**src/rtl/qspi_bus_arbiter_pkg.sv**
```systemverilog
// Shared definitions for the QSPI bus arbiter.
//   - Target select encodings (address bits [24:23]).
//   - Access size encodings (shared by d_size and eng_size).
//   - Arbiter FSM state enum.
//   - is_illegal(): classifies an access that must be rejected without
//     touching the engine.
package qspi_bus_arbiter_pkg;

  localparam logic [1:0] SEL_FLASH = 2'b00;
  localparam logic [1:0] SEL_RAMA  = 2'b10;
  localparam logic [1:0] SEL_RAMB  = 2'b11;
  localparam logic [1:0] SEL_BAD   = 2'b01;

  localparam logic [1:0] SIZE_BYTE = 2'd0;
  localparam logic [1:0] SIZE_HALF = 2'd1;
  localparam logic [1:0] SIZE_WORD = 2'd2;
  localparam logic [1:0] SIZE_BAD  = 2'd3;

  typedef enum logic [2:0] {
    ST_IDLE,
    ST_ISSUE,
    ST_BUSY,
    ST_ACK,
    ST_ERR,
    ST_GAP
  } state_t;

  // Unmapped window, any size code 3, or a write to read-only flash.
  function automatic logic is_illegal(input logic [1:0] sel,
                                      input logic       write,
                                      input logic [1:0] size);
    return !(sel inside {SEL_FLASH, SEL_RAMA, SEL_RAMB}) ||
           !(size inside {SIZE_BYTE, SIZE_HALF, SIZE_WORD}) ||
           (write && (sel == SEL_FLASH));
  endfunction

endpackage

```
**src/rtl/qspi_arb_pick.sv**
```systemverilog
// Winner selection between the fetch and data ports, plus the fetch
// streak counter that bounds how long a pending data request can starve.
// Ports:
//   clk, rst_n    clock, synchronous active-low reset
//   i_f_req       fetch request pending
//   i_d_req       data request pending
//   i_grant       a grant is being made this cycle (arbiter in IDLE)
//   o_pick_data   1 = data port wins, 0 = fetch port wins
module qspi_arb_pick
  import qspi_bus_arbiter_pkg::*;
#(
  parameter int FETCH_STREAK = 4
) (
  input  logic clk,
  input  logic rst_n,
  input  logic i_f_req,
  input  logic i_d_req,
  input  logic i_grant,
  output logic o_pick_data
);

  logic [2:0] r_streak;

  // Fetch has priority until it has won FETCH_STREAK times in a row
  // against a waiting data request.
  assign o_pick_data = i_d_req && (!i_f_req || (r_streak == 3'(FETCH_STREAK)));

  always_ff @(posedge clk) begin
    if (!rst_n) begin
      // NOTE: sequential state uses non-blocking assignments only, so every
      // flop samples the pre-edge value of every other flop.
      r_streak <= '0;
    end else if (i_grant) begin
      if (o_pick_data || !i_d_req) begin
        r_streak <= '0;
      end else if (r_streak != 3'd7) begin
        r_streak <= r_streak + 3'd1;
      end
    end
  end

endmodule

```
**src/rtl/qspi_bus_arbiter.sv**
```systemverilog
// Arbitrates the shared QSPI engine between the CPU fetch and data ports.
// One transaction at a time; enforces a CS idle gap, bounded fetch streak,
// rejection of illegal accesses and recovery from a hung engine.
// Ports:
//   clk, rst_n                    clock, synchronous active-low reset
//   f_req/f_addr                  fetch request (always a 4-byte read)
//   f_ack/f_err/f_rdata           fetch completion
//   d_req/d_addr/d_write/d_size/d_wdata   data request
//   d_ack/d_err/d_rdata           data completion
//   eng_start/sel/addr/write/size/wdata   transaction to the engine
//   eng_abort                     timeout abort to the engine
//   eng_done/eng_rdata            engine completion
//   busy                          arbiter not in IDLE
module qspi_bus_arbiter
  import qspi_bus_arbiter_pkg::*;
#(
  parameter int FETCH_STREAK = 4,
  parameter int CS_GAP       = 2,
  parameter int TIMEOUT      = 1023
) (
  input  logic        clk,
  input  logic        rst_n,
  input  logic        f_req,
  input  logic [24:0] f_addr,
  output logic        f_ack,
  output logic        f_err,
  output logic [31:0] f_rdata,
  input  logic        d_req,
  input  logic [24:0] d_addr,
  input  logic        d_write,
  input  logic [1:0]  d_size,
  input  logic [31:0] d_wdata,
  output logic        d_ack,
  output logic        d_err,
  output logic [31:0] d_rdata,
  output logic        eng_start,
  output logic [1:0]  eng_sel,
  output logic [22:0] eng_addr,
  output logic        eng_write,
  output logic [1:0]  eng_size,
  output logic [31:0] eng_wdata,
  output logic        eng_abort,
  input  logic        eng_done,
  input  logic [31:0] eng_rdata,
  output logic        busy
);

  localparam int GW = (CS_GAP > 2) ? $clog2(CS_GAP) : 1;

  state_t      r_state, w_state_nxt;
  logic        w_grant, w_pick_data;
  logic [24:0] w_win_addr;
  logic        w_win_write, w_win_bad;
  logic [1:0]  w_win_size;
  logic [31:0] w_win_wdata;
  logic [9:0]  w_tmo_inc;
  logic        w_tmo_hit, w_gap_last;

  logic [1:0]  r_sel;
  logic [22:0] r_addr;
  logic        r_write;
  logic [1:0]  r_size;
  logic [31:0] r_wdata;
  logic        r_win_data;
  logic        r_illegal;
  logic [31:0] r_f_rdata, r_d_rdata;
  logic [9:0]  r_tmo;
  logic [GW-1:0] r_gap;

  assign w_grant = (r_state == ST_IDLE) && (f_req || d_req);

  qspi_arb_pick #(.FETCH_STREAK(FETCH_STREAK)) u_pick (
    .clk        (clk),
    .rst_n      (rst_n),
    .i_f_req    (f_req),
    .i_d_req    (d_req),
    .i_grant    (w_grant),
    .o_pick_data(w_pick_data)
  );

  assign w_win_addr  = w_pick_data ? d_addr : f_addr;
  assign w_win_write = w_pick_data && d_write;
  assign w_win_size  = w_pick_data ? d_size : SIZE_WORD;
  assign w_win_wdata = w_pick_data ? d_wdata : '0;
  assign w_win_bad   = is_illegal(w_win_addr[24:23], w_win_write, w_win_size);

  // r_tmo counts completed BUSY cycles, so the current BUSY cycle number is
  // r_tmo + 1; the abort fires in BUSY cycle TIMEOUT.
  assign w_tmo_inc  = r_tmo + 10'd1;
  assign w_tmo_hit  = (w_tmo_inc == 10'(TIMEOUT));
  assign w_gap_last = (r_gap == GW'(CS_GAP - 1));

  always_ff @(posedge clk) begin
    if (!rst_n) r_state <= ST_IDLE;
    else        r_state <= w_state_nxt;
  end

  always_comb begin
    // NOTE: every always_comb output gets a default first, so no path can
    // leave a value unassigned and infer a latch.
    w_state_nxt = r_state;
    eng_start   = 1'b0;
    eng_abort   = 1'b0;
    f_ack       = 1'b0;
    f_err       = 1'b0;
    d_ack       = 1'b0;
    d_err       = 1'b0;
    busy        = (r_state != ST_IDLE);
    case (r_state)
      ST_IDLE: if (w_grant) w_state_nxt = w_win_bad ? ST_ERR : ST_ISSUE;
      ST_ISSUE: begin
        eng_start   = 1'b1;
        w_state_nxt = ST_BUSY;
      end
      ST_BUSY: begin
        if (eng_done) begin
          w_state_nxt = ST_ACK;
        end else if (w_tmo_hit) begin
          eng_abort   = 1'b1;
          w_state_nxt = ST_ERR;
        end
      end
      ST_ACK: begin
        f_ack       = !r_win_data;
        d_ack       = r_win_data;
        w_state_nxt = (CS_GAP == 0) ? ST_IDLE : ST_GAP;
      end
      ST_ERR: begin
        f_ack       = !r_win_data;
        f_err       = !r_win_data;
        d_ack       = r_win_data;
        d_err       = r_win_data;
        // Rejected accesses never drove CS, so no gap is owed.
        w_state_nxt = (r_illegal || CS_GAP == 0) ? ST_IDLE : ST_GAP;
      end
      ST_GAP: if (w_gap_last) w_state_nxt = ST_IDLE;
      default: w_state_nxt = ST_IDLE;
    endcase
  end

  always_ff @(posedge clk) begin
    if (!rst_n) begin
      // NOTE: the data registers are reset too, because all outputs,
      // including rdata and the eng_* buses, must read 0 out of reset.
      r_sel      <= '0;
      r_addr     <= '0;
      r_write    <= 1'b0;
      r_size     <= '0;
      r_wdata    <= '0;
      r_win_data <= 1'b0;
      r_illegal  <= 1'b0;
      r_f_rdata  <= '0;
      r_d_rdata  <= '0;
      r_tmo      <= '0;
      r_gap      <= '0;
    end else begin
      if (w_grant) begin
        r_sel      <= w_win_addr[24:23];
        r_addr     <= w_win_addr[22:0];
        r_write    <= w_win_write;
        r_size     <= w_win_size;
        r_wdata    <= w_win_wdata;
        r_win_data <= w_pick_data;
        r_illegal  <= w_win_bad;
      end
      if (r_state == ST_ISSUE)     r_tmo <= '0;
      else if (r_state == ST_BUSY) r_tmo <= w_tmo_inc;
      r_gap <= (r_state == ST_GAP) ? r_gap + GW'(1) : '0;
      if (r_state == ST_BUSY && eng_done) begin
        if (r_win_data) r_d_rdata <= eng_rdata;
        else            r_f_rdata <= eng_rdata;
      end
    end
  end

  assign eng_sel   = r_sel;
  assign eng_addr  = r_addr;
  assign eng_write = r_write;
  assign eng_size  = r_size;
  assign eng_wdata = r_wdata;
  assign f_rdata   = r_f_rdata;
  assign d_rdata   = r_d_rdata;

endmodule

```
**config.mk**
```make
export PLATFORM = sky130hd
export DESIGN_NAME = qspi_bus_arbiter
export DESIGN_NICKNAME = d
export VERILOG_FILES = /design/src/rtl/qspi_bus_arbiter_pkg.sv /design/src/rtl/qspi_arb_pick.sv /design/src/rtl/qspi_bus_arbiter.sv
export SDC_FILE = /design/constraint.sdc
export NUM_CORES = 1
export LEC_CHECK = 0
export CORE_MARGIN = 2
export CORE_UTILIZATION = 30
export DETAILED_ROUTE_END_ITERATION = 10
export DONT_BUFFER_PORTS = 1
export SLEW_MARGIN = 0
export SYNTH_ARGS = -nofsm -noshare
export SYNTH_HDL_FRONTEND = slang
export SYNTH_SLANG_ARGS = --single-unit
```
**constraint.sdc**
```tcl
create_clock -name clk -period 5.75 [get_ports clk]
set_input_delay 0.575 -clock clk [delete_from_list [all_inputs] [get_ports clk]]
set_output_delay 0.575 -clock clk [all_outputs]
set_load 0.01 [all_outputs]
```
# Word-level counts from Yosys, hierarchy flattened
# Index checks and enable logic that the tools add are counted.
[op_classes]
addsub = 3
mul = 0
div_mod_pow = 0
order_cmp = 0
eq_ne = 15
shift = 0
muxes = 20
bitwise = 2
n_reduce_logical = 29
[op_table]
columns = ["operator", "count"]
rows = [
  ["2-to-1 mux 32 bit", 1],
  ["2-to-1 mux 25 bit", 1],
  ["2-to-1 mux 3 bit", 8],
  ["case mux 3 bit (6 select lines)", 1],
  ["adder 10 x 1 -> 10 bit (second input constant)", 1],
  ["equality test 10 bit (second input constant)", 1],
  ["equality test 3 bit (second input constant)", 3],
  ["nonzero test 3 bit", 3],
  ["2-to-1 mux 1 bit", 8],
  ["AND reduction 2 bit", 4],
  ["equality test 2 bit (second input constant)", 3],
  ["equality test 3 x 2 -> 1 bit (second input constant)", 2],
  ["inequality test 3 bit (second input constant)", 2],
  ["logical AND 1 bit", 5],
  ["logical NOT 1 bit", 5],
  ["logical OR 1 bit", 5],
  ["logical NOT 2 bit", 2],
  ["OR reduction 2 bit", 2],
  ["adder 3 x 1 -> 3 bit (second input constant)", 1],
  ["equality test 3 x 1 -> 1 bit (second input constant)", 1],
  ["logical NOT 3 bit", 1],
  ["AND reduction 3 bit", 1],
  ["equality test 2 x 1 -> 1 bit (second input constant)", 1],
  ["2-to-1 mux 2 bit", 1],
  ["5 further kinds", 6],
]
[totals]
ff_bits = 143
latchBits = 0
ramBits = 0
romBits = 0
elab_cells = 82
n_memories = 0

# Longest topological paths before layout
[logic_depth]
depth_word = 12
mapped_depth = 9
depth_no_buf = 7

# Cells and area by module
# From an unflattened synthesis, not the netlist that was laid out.
[unflattened]
cells_unflattened = 680
area_unflattened_um2 = 5679.2
[modules_own_cells]
columns = ["module", "instances", "cells_each", "area_per_inst_um2"]
rows = [
  ["qspi_bus_arbiter", 1, 660, 5476.5],
  ["qspi_arb_pick", 1, 20, 202.7],
]

# Worst setup path before layout
# Ideal clock, no wire load.
[synth_timing]
kind = "reg2out"
from = "reg r_tmo[0]"
to = "out eng_abort"
t_arrival_ns = 1.832
required_ns = 5.175
path_slack_ns = 3.343
stages_incl_launch_ff = 7
cell_sequence = "dfxtp_1 > ha_1 > nand4_1 > xnor2_1 > a31oi_1 > or4_4 > nor3b_1"
[synth_via]
elab_chain_cells = 5
[synth_rtl]
columns = ["item", "line_no", "text"]
rows = [
  ["start: declaration", "qspi_bus_arbiter.sv:67", "logic [9:0] r_tmo;"],
  ["start signal: assignment", "qspi_bus_arbiter.sv:167", "else if (r_state == ST_BUSY) r_tmo <= w_tmo_inc;"],
  ["adder 10 x 1 -> 10 bit", "qspi_bus_arbiter.sv:89", "assign w_tmo_inc = r_tmo + 10'd1;"],
  ["equality test 10 bit", "qspi_bus_arbiter.sv:90", "assign w_tmo_hit = (w_tmo_inc == 10'(TIMEOUT));"],
  ["2-to-1 mux 1 bit", "qspi_bus_arbiter.sv:118", "end else if (w_tmo_hit) begin"],
  ["2-to-1 mux 1 bit", "qspi_bus_arbiter.sv:116", "if (eng_done) begin"],
  ["2-to-1 mux 1 bit", "qspi_bus_arbiter.sv:109", "case (r_state)"],
  ["end: declaration", "qspi_bus_arbiter.sv:42", "output logic eng_abort,"],
]
# Every way passes these cells.

# Worst setup path in the final report
# Same ends and word-level chain as after synthesis.

==> flow_summary.toml <==
[clock_network]
cts_resized = 0
cts.sinks = 143
post_cts_buffers = 0
cts_buffers = 17
insertion_delay_ns = 0.41
clock-root-buffer = "clkbuf_16"
holdBufCountCts = 0
cts_htree_levels = 4
clkTransAtPathRegs_ns = 0.06
cts_buffer_depth = 2
cts_tree = "built"

[drt]
drtAntennaViolNets = 0
drc = 0
dr.pass1.iters = 4
wl_per_cell_um = 16.8
drt_iter0_markers = 162
wl_um = 15100
routed-via-count = 4351
routed_via_density = 4.85

[run_status]
outcome = "finished clean"

[sta]
fmax_mhz = 339
final_max_slew_viol_count = 0
tightest_slew_ns = 1.06
period_minus_slack_ns = 2.95
setup_viol = 0
rsz0062_at_grt = "no"
fin_crit_sh_pct = 51.2
skew_ns = 0.00606
relSlewSlack_pct = 29.2
timing.setup.tns_ns = 0
timing.hold.ws_ns = 0.304
hold_viol = 0

[grt]
grt_usage_pct = 14.1
antenna_found_initial = 0
grt_max_degree = 134
grt_pass1_vias = 4066
grt_use_met2_pct = 23.1
use_met1_pct = 15.2
grt-ovfl-total = 0
use_met3_pct = 8.01
grt_pass1_wl_um = 22200
grt.busiest_layer = "met2"

[finish]
post_route_cells_drive_above_1_share_pct = 7.58
n_antenna_cell = 0
fin_util_pct = 34.1
syn_to_final_growth_pct = 12.2
nNetsFinal = 748

[hold_path]
hold_path_depth = 2
hold_end = "f_rdata[20]"
hp-start = "eng_rdata[20]"
hp-class = "primary input to flop"

[synthesis]
yosys_warnings = 0
async_reset_ff_share_pct = 0
yosys.area_share.adder_pct = 1.06
synthFlopType = "dfxtp_1"
yosysTopAreaCell = "dfxtp_1"
synth_compound_area_share_pct = 19.5
synth_seq_area_share_pct = 48.7
ys_top_cells_by_area = "dfxtp_1, nand2_1, a21boi_0"
synthMostInstantiatedCell = "nand2_1"
synth_top_family_by_area = "simple AND/OR/NAND/NOR gates"
synth_cells = 643
synth-xor-area-share_pct = 1.64
muxShareOfSynthArea_pct = 4.77
syn-cell-area_um2 = 5880
synth_edf_count = 0
synth_top_cell_area_share_pct = 48.7
yosys.area_share.simple_pct = 19.8
ys_types = 45
avgSynthCellArea_um2 = 9.14
ys_ff_latch = 143
synth.net_count = 770
ys_top_cells_by_count = "nand2_1, dfxtp_1, a21boi_0"

[power_and_ir_drop]
power_density_nw_per_um2 = 451
p_leak_nw = 2.55
ir_drop_mv = 0.188

[setup_path]
timing.rr.end = "r_state[2]"
crit_fanout = 5
reg2reg_slack_ns = 3.27
startpoint_type = "flop"
crit_required_ns = 5.18
end_kind = "output pin"
rr_worst_depth = 7
arrival_ns = 2.37
rr_startpoint = "u_pick.r_streak[0]"
path_class = "flop to output pin"

[floorplanning]
ios = 253
die_area_um2 = 20700
fp.dieW_um = 144
num_rows = 51
die-height_um = 144
start_util_pct = 30.4
design.core.area_um2 = 19300

[placement]
port_buffers = 0
place.gp.congestion = 0.788
dpl.hpwl_um = 10100

[flow_run]
drv_cap = 0
[final cells by class]
class / instances / area, µm²
clock buffer: 20 / 447
clock inverter: 11 / 118
fill: 2003 / 12700
inverter: 8 / 30.0
multi-input combinational: 445 / 2770
sequential: 143 / 2860
tap: 265 / 332
timing repair buffer: 6 / 45.0
[logic make-up after synthesis]
family                   Yosys count
AO/OA/AOI/OAI                    147
XOR/XNOR                          11
adder cells (fa/ha/maj)            5
buffers and inverters             55
flip-flops                       143
multiplexers                      28
AND/OR/NAND/NOR                  254
[power by group]
part	switching [mW]	internal (mW)
Sequential	0.203	1.15
Combinational	0.344	0.214
Clock	0.422	0.645
Total	0.969	2.01
[worst max path at each step]
| stage | to | start | cells past startpoint |
|---|---|---|---|
| finish | eng_abort | r_tmo[0] | 6 |
| global route | eng_abort | r_tmo[0] | 6 |
| CTS | eng_abort | r_tmo[0] | 6 |
| detailed placement | eng_abort | r_tmo[0] | 6 |
| global placement | eng_abort | r_tmo[0] | 6 |
| floorplan | eng_abort | r_tmo[0] | 6 |
[registers in the layout (all words and copies together) (netlist names)]
signal	count
eng_size	2
r_illegal	1
r_tmo	10
eng_sel	2
r_state	3
r_win_data	1
r_gap	1
eng_addr	23
u_pick.r_streak	3
eng_wdata	32
eng_write	1
d_rdata	32
f_rdata	32
[metal layers]
layer  routed length, µm  part of all wire, %  up-vias
li1                    -                    -     2142
met1                6000                   40     1992
met2                6990                   46      205
met3                1920                   13       12
met4                 213                  1.4        0
met5                   0                    0        -
[cell usage in the layout, fill, tap and decap left out, drive strengths merged, types with 3 or more instances in the layout]
master / Yosys / layout
clkbuf: 32 / 20
ha: 5 / 5
dfxtp: 143 / 143
inv: 8 / 8
clkinv: 0 / 7
o211a: 26 / 26
mux2i: 28 / 28
xor2: 7 / 7
nand2: 164 / 164
nand3: 7 / 7
xnor2: 4 / 4
nor2: 18 / 18
o21ai: 8 / 8
a21boi: 65 / 65
nor3b: 4 / 4
nand4: 3 / 3
buf: 14 / 6
a21oi: 6 / 6
nor2b: 42 / 42
a22oi: 36 / 36
[metrics by stage]
step / setup slack [ns] / total power [mW] / area [µm²] / instances
after global placement: 3.25 / 1.94 / 6030 / 867
final: 2.80 / 2.98 / 6600 / 898
after floorplan: 3.34 / 1.82 / 5880 / 643
after CTS: 2.77 / 3.03 / 6600 / 898
after detailed placement: 3.22 / 1.94 / 6030 / 867
after global routing: 2.61 / 3.17 / 6600 / 898
[critical path, cell delays in order, from the launching register on]
cell and delay, ns:
dfxtp_1 0.40, ha_1 0.24, nand4_1 0.16, xnor2_1 0.16, a31oi_1 0.10, or4_4 0.56, nor3b_1 0.35
Note: power is estimated with default switching activity, not from simulation.
